$ cat config.mk
export PLATFORM = sky130hd
export DESIGN_NAME = sha256_msg_padder
export DESIGN_NICKNAME = d
export VERILOG_FILES = /design/src/rtl/sha256_msg_padder.sv
export SDC_FILE = /design/constraint.sdc
export NUM_CORES = 1
export LEC_CHECK = 0
export BUFFER_PORTS_ARGS = -buffer_cell sky130_fd_sc_hd__buf_2
export CORE_MARGIN = 2
export CORE_UTILIZATION = 59
export CTS_CLUSTER_SIZE = 30
export DETAILED_ROUTE_END_ITERATION = 12
export PLACE_DENSITY = 0.85
export REMOVE_ABC_BUFFERS = 1
export SLEW_MARGIN = 5
export SYNTH_ARGS = -nofsm -noshare
export SYNTH_HDL_FRONTEND = slang
export SYNTH_SLANG_ARGS = --single-unit
export TNS_END_PERCENT = 20
$ cat constraint.sdc
create_clock -name CLK -period 3.7 [get_ports CLK]
set_input_delay 0.74 -clock CLK [delete_from_list [all_inputs] [get_ports CLK]]
set_output_delay 0.74 -clock CLK [all_outputs]
set_load 0.1 [all_outputs]
$ cat src/rtl/sha256_msg_padder.sv
// SHA-256 message padder: packs a byte stream into 512-bit big-endian blocks
// and appends 0x80, zero fill and the bit length. Optional macro: SHA256_PAD_OVF_EN (len_ovf port).
module sha256_msg_padder #(
  parameter int unsigned LEN_W = 64
) (
  input  logic         CLK,
  input  logic         nreset,
  input  logic [7:0]   in_data,
  input  logic         in_valid,
  input  logic         in_last,
  output logic         in_ready,
  output logic [511:0] blk_data,
  output logic         blk_valid,
  input  logic         blk_ready,
  output logic         blk_first,
  output logic         blk_last
`ifdef SHA256_PAD_OVF_EN
  ,
  output logic         len_ovf
`endif
);

  typedef enum logic [1:0] {ACCEPT, PAD, EMIT, LEN} state_t;

  state_t             state_q, state_d;
  logic [5:0]         idx_q, idx_d;
  logic [LEN_W-1:0]   cnt_q, cnt_d;
  logic [511:0]       buf_q, buf_d;
  logic               first_q, first_d;
  logic               pad_pending_q, pad_pending_d;
  logic               need_len_q, need_len_d;
  logic               final_q, final_d;
  logic [63:0]        len64;
`ifdef SHA256_PAD_OVF_EN
  logic               ovf_q, ovf_d;
`endif

  always_comb begin
    state_d       = state_q;
    idx_d         = idx_q;
    cnt_d         = cnt_q;
    buf_d         = buf_q;
    first_d       = first_q;
    pad_pending_d = pad_pending_q;
    need_len_d    = need_len_q;
    final_d       = final_q;
`ifdef SHA256_PAD_OVF_EN
    ovf_d         = ovf_q;
`endif
    len64                = '0;
    len64[LEN_W-1:0]     = cnt_q;

    case (state_q)
      ACCEPT: begin
        if (in_valid) begin
          for (int unsigned i = 0; i < 64; i++) begin
            if (6'(i) == idx_q) buf_d[511-8*i -: 8] = in_data;
          end
          idx_d = idx_q + 6'd1;
          cnt_d = cnt_q + LEN_W'(8);
`ifdef SHA256_PAD_OVF_EN
          // Counter only ever holds multiples of 8, so +8 carries out iff the upper bits are all ones.
          if (&cnt_q[LEN_W-1:3]) ovf_d = 1'b1;
`endif
          if (in_last) begin
            if (idx_q == 6'd63) begin
              state_d       = EMIT;
              pad_pending_d = 1'b1;
            end else begin
              state_d = PAD;
            end
          end else if (idx_q == 6'd63) begin
            state_d = EMIT;
          end
        end
      end

      PAD: begin
        for (int unsigned i = 0; i < 64; i++) begin
          if (6'(i) == idx_q)     buf_d[511-8*i -: 8] = 8'h80;
          else if (6'(i) > idx_q) buf_d[511-8*i -: 8] = 8'h00;
        end
        if (idx_q <= 6'd55) begin
          buf_d[63:0] = len64;
          final_d     = 1'b1;
        end else begin
          need_len_d = 1'b1;
          final_d    = 1'b0;
        end
        state_d = EMIT;
      end

      EMIT: begin
        if (blk_ready) begin
          first_d = 1'b0;
          final_d = 1'b0;
          if (pad_pending_q) begin
            idx_d         = '0;
            pad_pending_d = 1'b0;
            state_d       = PAD;
          end else if (need_len_q) begin
            need_len_d = 1'b0;
            state_d    = LEN;
          end else if (final_q) begin
            idx_d   = '0;
            cnt_d   = '0;
            first_d = 1'b1;
            buf_d   = '0;
            state_d = ACCEPT;
`ifdef SHA256_PAD_OVF_EN
            ovf_d   = 1'b0;
`endif
          end else begin
            idx_d   = '0;
            state_d = ACCEPT;
          end
        end
      end

      LEN: begin
        buf_d       = '0;
        buf_d[63:0] = len64;
        final_d     = 1'b1;
        state_d     = EMIT;
      end

      default: state_d = ACCEPT;
    endcase
  end

  always_ff @(posedge CLK or negedge nreset) begin
    if (!nreset) begin
      state_q       <= ACCEPT;
      idx_q         <= '0;
      cnt_q         <= '0;
      buf_q         <= '0;
      first_q       <= 1'b1;
      pad_pending_q <= 1'b0;
      need_len_q    <= 1'b0;
      final_q       <= 1'b0;
    end else begin
      state_q       <= state_d;
      idx_q         <= idx_d;
      cnt_q         <= cnt_d;
      buf_q         <= buf_d;
      first_q       <= first_d;
      pad_pending_q <= pad_pending_d;
      need_len_q    <= need_len_d;
      final_q       <= final_d;
    end
  end

`ifdef SHA256_PAD_OVF_EN
  always_ff @(posedge CLK or negedge nreset) begin
    if (!nreset) ovf_q <= 1'b0;
    else         ovf_q <= ovf_d;
  end
  assign len_ovf = ovf_q;
`endif

  // in_ready is gated by nreset so it reads 0 while reset is held.
  assign in_ready  = nreset && (state_q == ACCEPT);
  assign blk_valid = (state_q == EMIT);
  assign blk_first = (state_q == EMIT) && first_q;
  assign blk_last  = (state_q == EMIT) && final_q;
  assign blk_data  = buf_q;

endmodule

==> results of run 1 <==
[worst register-to-register path: cells and delay by family (launching register included)]
kind	cells	cell delay [ns]
AOI/OAI and AO/OA	2	0.86
adders and majority gates	1	0.64
buffers and inverters	1	0.20
DFF	1	0.59
and+or+nand+nor	3	0.62
[cells in the final DEF, fill, tap and decap left out, drive strengths merged, types with 5 or more instances in the layout]
master,count
nand4,28
mux2,380
xor2,9
or4,30
nor3,14
nand2,151
a221oi,13
nand2b,5
mux2i,20
ha,5
inv,37
nor4,5
nor2b,15
o21a,8
clkinv,15
o211ai,6
or3,15
nor2,94
buf,570
o21ai,131
xnor2,8
clkbuf,86
a31oi,23
o31ai,29
a21oi,216
nand3,36
and2,18
and3,14
nand4b,9
dfrtp,584
[metal layers]
layer / vias up / wire [µm] / global-route usage
met2: 1104 / 37400 / 0.557
met4: 4 / 4520 / 0.183
li1: 8478 / - / -
met3: 282 / 7390 / 0.0984
met5: - / 34 / 0
met1: 9826 / 30100 / 0.447
[per-stage QoR]
stage	instance area [µm²]	setup TNS [ns]	utilization	worst slack, ns
final	30700	0	0.715	0.508
after global routing	30700	0	0.715	0.436
after CTS	30700	0	0.715	0.502
after detailed placement	28700	0	0.669	0.693
after global placement	28700	0	0.669	0.736
after floorplan	24800	-869.31	-	-1.88
[worst max-delay path by stage]
stage	depth (start not counted)	startpoint	slack, ns	to
6_report	5	state_q[1]	0.51	in_ready
4_1_cts	5	state_q[1]	0.50	in_ready
3_5_place_dp	6	in_valid	0.69	blk_data[298]
2_1_floorplan	5	state_q[1]	-1.88	blk_data[131]
3_3_place_gp	6	blk_ready	0.74	blk_data[302]
5_1_grt	5	state_q[1]	0.44	in_ready
[layout make-up]
| type | count | area (µm²) |
|---|---|---|
| diodes | 2 | 5.00 |
| inverters | 35 | 131 |
| multi-input cells | 1332 | 10100 |
| fillers | 2988 | 12200 |
| flip-flops and latches | 585 | 14600 |
| well taps | 585 | 732 |
| repair buffers | 570 | 3100 |
| clock buffers | 86 | 1730 |
| clock inverters | 23 | 243 |
[state kept, by name, indices dropped and copies added, names as in the netlist]
| name | flops |
|---|---|
| state_q | 2 |
| cnt_q | 61 |
| idx_q | 6 |
| blk_data | 512 |
| first_q | 1 |
| pad_pending_q | 1 |
| need_len_q | 1 |
| final_q | 1 |
[cells by family after synthesis]
| logic type | count (synthesis) | share of synthesized area |
|---|---|---|
| adders and majority gates | 5 | 0.00246 |
| muxes | 400 | 0.176 |
| DFF | 585 | 0.575 |
| buffers and inverters | 176 | 0.0300 |
| xor gates and xnor gates | 17 | 0.00585 |
| AOI/OAI and AO/OA | 454 | 0.117 |
| and+or+nand+nor | 456 | 0.0946 |
==> summary.md, run 1 <==
The tools report the cell at the root of the clock tree as sky130_fd_sc_hd__clkbuf_16. On the critical path the largest part of the delay comes from buffers and inverters. The cell area that synthesis handed to floorplanning was 25500 µm². The number of setup buffers added after CTS is 0. The area share of the largest cell type after synthesis came out at 0.574. For this run, the detailed router's first-pass iteration total came to 8. For the antenna violation net count after detailed routing, the log shows 0. In this run the count of I/O pins placed on the die edge is 529. The floorplan die height works out to 212 µm. The number of rows created at floorplan came out at 76.

The share of synthesized registers carrying an async set or reset is 1.00. Across all hold checks on the routed design, the worst slack comes to 0.0346 ns. In the synthesized netlist the dominant register cell turns out to be sky130_fd_sc_hd__dfrtp_1.

Yosys mapped a number of flops with a built-in enable equal to 0. Global routing finished with a remaining overflow of 0. Average routed wire per standard cell: 24.7 µm.

The clock drives 585 sinks. The cell with the most instances on the worst path was sky130_fd_sc_hd__buf_4. The commonest cells after synthesis are 584 x sky130_fd_sc_hd__dfrtp_1, 380 x sky130_fd_sc_hd__mux2_2, 174 x sky130_fd_sc_hd__a21oi_1. Counting cells, the worst reg-to-reg path comes to 7. The run gives 184 as the maximum number of pins on one net before global-route repair. The register bit count reported by yosys was 585. The tools report the beginning of the worst register-to-register path as idx_q[0].

All-layer global routing usage: 0.353. The flow ran to the end, and the final reports show no timing, DRC or antenna violations. Along the worst path, the maximum fanout reaches 26.

The number of antenna violations at the first check in global routing is 4, and the post-route non-filler standard cell count is 3218. The arrival time of the worst setup path is 2.45 ns, and the register area share after synthesis is 0.575. The logs give 2601 for the net count of the finished layout and 0.70 ns for the worst-case register-to-register setup slack.

TritonCTS created 59 clock buffers. The layout overhead on the synthesized area works out to 20.4%. The later-pin clock latency in the skew report was 0.63 ns; the maximum count of clock buffers along a single path was 3. The fraction of the cycle the final worst path needs was 0.863; the via count of the first global-routing pass was 20100. During placement, the flow inserted port buffers numbering 528.

TritonCTS built the clock tree. Setup violations remaining at the end of the flow were counted as 0. On the critical path, the stage with the largest delay is an instance of sky130_fd_sc_hd__dfrtp_2. The via density per instance was 6.12.

STA classifies the critical path endpoint as an output pin. By area the synthesized netlist is led by sky130_fd_sc_hd__dfrtp_1 57%, sky130_fd_sc_hd__mux2_2 17%, sky130_fd_sc_hd__a21oi_1 3.4%. The post-cts repair resize count came out at 0.

The tools report the terminus of the critical flop-to-flop path as blk_data[9]. For the final database, setup skew stands at 0.0282 ns. The type of the setup path with the least slack is flip-flop to output pin. The number of hold violations in the final report was 0. The total number of H-tree levels is 2.

The number of buffers and inverters on the critical path is 3. The post-DP HPWL is 53400 µm, and the layout cell share with drive strength beyond 1 is 0.432. In this run, post-CTS hold repair placed 0 buffers.

The biggest area contributor in the post-synthesis netlist is sky130_fd_sc_hd__dfrtp_1. The path class of the lowest-slack min-delay path was input port to asynchronous set/reset pin. Setup repair after global routing left no endpoint under its margin.

The critical path goes through buf_4, nor2_2, buf_4, and2_1, buf_12. The routed via count was 19700. For the pin with the worst max-slew slack, the measured transition is 1.20 ns. The most frequent cell after synthesis is sky130_fd_sc_hd__dfrtp_1.

After clock tree synthesis, the clock-pin slew on the worst setup and hold paths is 0.06 ns. Across the run, the number of max-cap violations was 0. The die footprint was 44900 µm².

The shortest clock period the worst path allows after layout is 3.19 ns, and the x dimension of the die is 212 µm. The first global-routing pass estimated 120000 µm of wire. The core region is 42900 µm². The logs give 0.594 for the initial core utilization and 0 for the count of final max-slew check failures.

The logs give 0.191 for the worst-case headroom to the max-slew limit and 313 MHz for the maximum achievable frequency. In this run, distinct cell masters in the synthesized netlist total 74. The number of DRC markers in iteration 0 was 2012; the number of cells produced by synthesis was 2093.

The logs give 0 for the post-detailed-route DRC marker count and 79500 µm for the aggregate routed wire length. STA puts the critical path data required time at 2.96 ns. The mean post-synth cell area is 12.2 µm², and the maximum single-stage delay on the critical path is 0.58 ns. Nature of the critical path startpoint: a flip-flop. The Yosys step of the flow raised 0 warnings. Including well taps, the total number of placed cells is 3107. Final weighted congestion of routability-driven global placement: 0.913.
Power of run 1 is not shown: default switching activity piles up to over one toggle a cycle in this logic, so the estimate is an artifact.
==> inputs of run 2 (changes only) <==
- CORE_UTILIZATION: 59 -> 33
- PLACE_DENSITY: 0.85 -> default
- RECOVER_POWER: default -> 50
==> run 2 against run 1 <==
The run now ends with capacitance limit, slew limit left. Design area up 1.3%. Clock skew down 0.0030 ns. Non-clock buffer count up 14. Die area increased by 77%. Critical path type unchanged. Largest cell class unchanged.
==> summary.md, run 2 (same netlist as run 1, synthesis figures left out) <==
The path class of the tightest hold or removal check is input port to flip-flop. The fraction of the cycle the final worst path needs was 0.904; the net count of the finished layout was 2623. The logs give 19800 for the via count of the first global-routing pass and 0 for the number of diodes. The floorplan die height came out at 282 µm. The post-placement worst setup slack was 0.613 ns; the later-pin clock latency in the skew report was 0.62 ns.

For this run, the slowest stage of the critical path takes 0.54 ns. The die footprint is 79400 µm², and the number of max-cap violations is 2. The post-detailed-route DRC marker count is 0. Buffers placed on the I/O ports in this run total 528. In the final routed layout, each cell accounts on average for 23.9 µm. By startpoint and endpoint, the worst setup path is classified as flip-flop to output pin. Setup repair after global routing left no endpoint under its margin. The tools report the number of rows created at floorplan as 101.

The library cell used most frequently in the layout, excluding fill and tap cells, is sky130_fd_sc_hd__dfrtp_1. Maximum count of clock buffers along a single path: 3. For the worst setup path, the data required time is 2.96 ns. In this run the cell area measured after placement is 29300 µm². The number of failing setup endpoints in the final timing report is 0, and the arrival time of the worst setup path is 2.61 ns.

The checks that failed: capacitance limit, slew limit. The number of antenna violations at the first check in global routing was 4. For the initial core utilization, the log shows 0.334.

For the worst-case headroom to the max-slew limit, the log shows -0.388. The H-tree was split into 3 levels. The post-DP HPWL is 62600 µm, and the worst-case setup margin in the final layout is 0.354 ns. In the routed layout, each cell is associated on average with a via count of 5.27. The tools report the maximum number of pins on one net before global-route repair as 155.

The detail route stage leaves a number of antenna-violating nets equal to 0. Traced cell by cell, the critical path runs through inv_1, nand2_1, inv_2, and2_1, buf_2. For the wire length of the first global-routing pass, the log shows 130000 µm. The number of optimization iterations in the first detailed-route pass is 8, and the number of hold violations in the final report is 0.

The number of sinks handled by clock tree synthesis is 585. The die is 282 µm wide. The final route contains 19400 vias. The first routing iteration left 1495 violations.

Cell at the root of the clock tree: sky130_fd_sc_hd__clkbuf_16. The number of buffers and inverters on the critical path is 3. The layout overhead on the synthesized area is 22.0%.

The clock period could shrink to 3.35 ns. The register with the most flip-flops in the layout has 512 of them. For this run, the top clock speed supported by timing is 299 MHz. The number of CTS-inserted buffers was 67; the clock-pin slew reported for the worst setup and hold paths after clock tree synthesis was 0.06 ns. Of all nets on the critical path, the largest fanout is 12. For the aggregate routed wire length, the log shows 88200 µm.

The tools report the nature of the critical path startpoint as a flip-flop. Post-CTS timing repair inserted 0 buffers for setup. Routability-driven placement finished with a final weighted congestion of 0.909. The finished cells cover 31100 µm². The layout cell share with drive strength beyond 1 was 0.302.

The transition time at the pin with the least slew margin was 2.08 ns; the I/O pin count was 529. The tools report the maximum clock skew at final layout as 0.0252 ns. On the critical path, the stage with the largest delay is an instance of sky130_fd_sc_hd__dfrtp_1. The top cell types in the final layout, fill and taps aside, are 583 x sky130_fd_sc_hd__dfrtp_1, 380 x sky130_fd_sc_hd__mux2_2, 368 x sky130_fd_sc_hd__clkbuf_1.

The count of final max-slew check failures is 292, and the core area is 76200 µm². The flow ran to the end, but the final reports show violations. After global routing the overflow that remains totals 0. The run gives 0.218 as the all-layer global routing usage. The run gives 7459 as the number of inserted filler cells in the final layout. The worst setup path is captured at an output pin.

The kind of cell with the highest combined delay on the critical path was buffers and inverters. TritonCTS built the clock tree.
[run 2: cell types whose count changed in the layout (fill, tap and decap cells not counted), sizes merged]
cell,change
dlygate4sd3,+1
clkbuf,+365
inv,+3
diode,-2
clkinvlp,-1
clkinv,-2
buf,-342
[run 2: layer usage]
layer	track usage	vias up	routed length [µm]
met5	0	-	23
met4	0.0852	4	3270
met3	0.0554	170	6530
met2	0.359	725	42900
met1	0.274	9976	35500
li1	-	8548	-
[run 2: final timing paths]
check	cells after the start	startpoint	slack [ns]	end
max in group asynchronous	3	nreset	0.79	blk_data[400]
worst max register to register	6	idx_q[1]	0.48	blk_data[286]
worst min register to register	2	blk_data[114]	0.48	blk_data[114]
worst min-delay path	2	blk_ready	0.41	state_q[1]
worst max-delay path	5	state_q[0]	0.35	blk_last
min in group asynchronous	2	nreset	0.56	cnt_q[35]
[run 2: cell type report]
class                   count  area [µm²]  area share
well taps                1030        1290      0.0415
repair buffers            584        2720      0.0876
multi-input cells        1332       10100       0.325
clock inverters            23         255     0.00821
flip-flops and latches    585       14600       0.471
inverters                  35         131     0.00423
clock buffers              96        1940      0.0623
[run 2: stage by stage]
step	instances	TNS, ns	hold WS, ns	util
floorplan	1952	-869.31	0.444	-
global placement	3565	0	0.458	0.385
detailed placement	3565	0	0.465	0.385
CTS	3685	0	0.388	0.414
global route	3685	0	0.429	0.408
finish	3685	0	0.412	0.408
[run 2: timing repair]
item	4_1_cts	5_1_grt
endpoints found under the hold margin	14	0
gates resized for setup	0	0
hold buffers	1	0
[run 2: worst register-to-register path: cells and delay by family (launching register included)]
family	cells	cell delay (ns)
AOI/OAI and AO/OA	1	0.63
adders and majority gates	1	0.61
buffers and inverters	1	0.24
DFF	1	0.62
muxes	1	0.42
and+or+nand+nor	2	0.59
Power of run 2 is left out for the same reason.
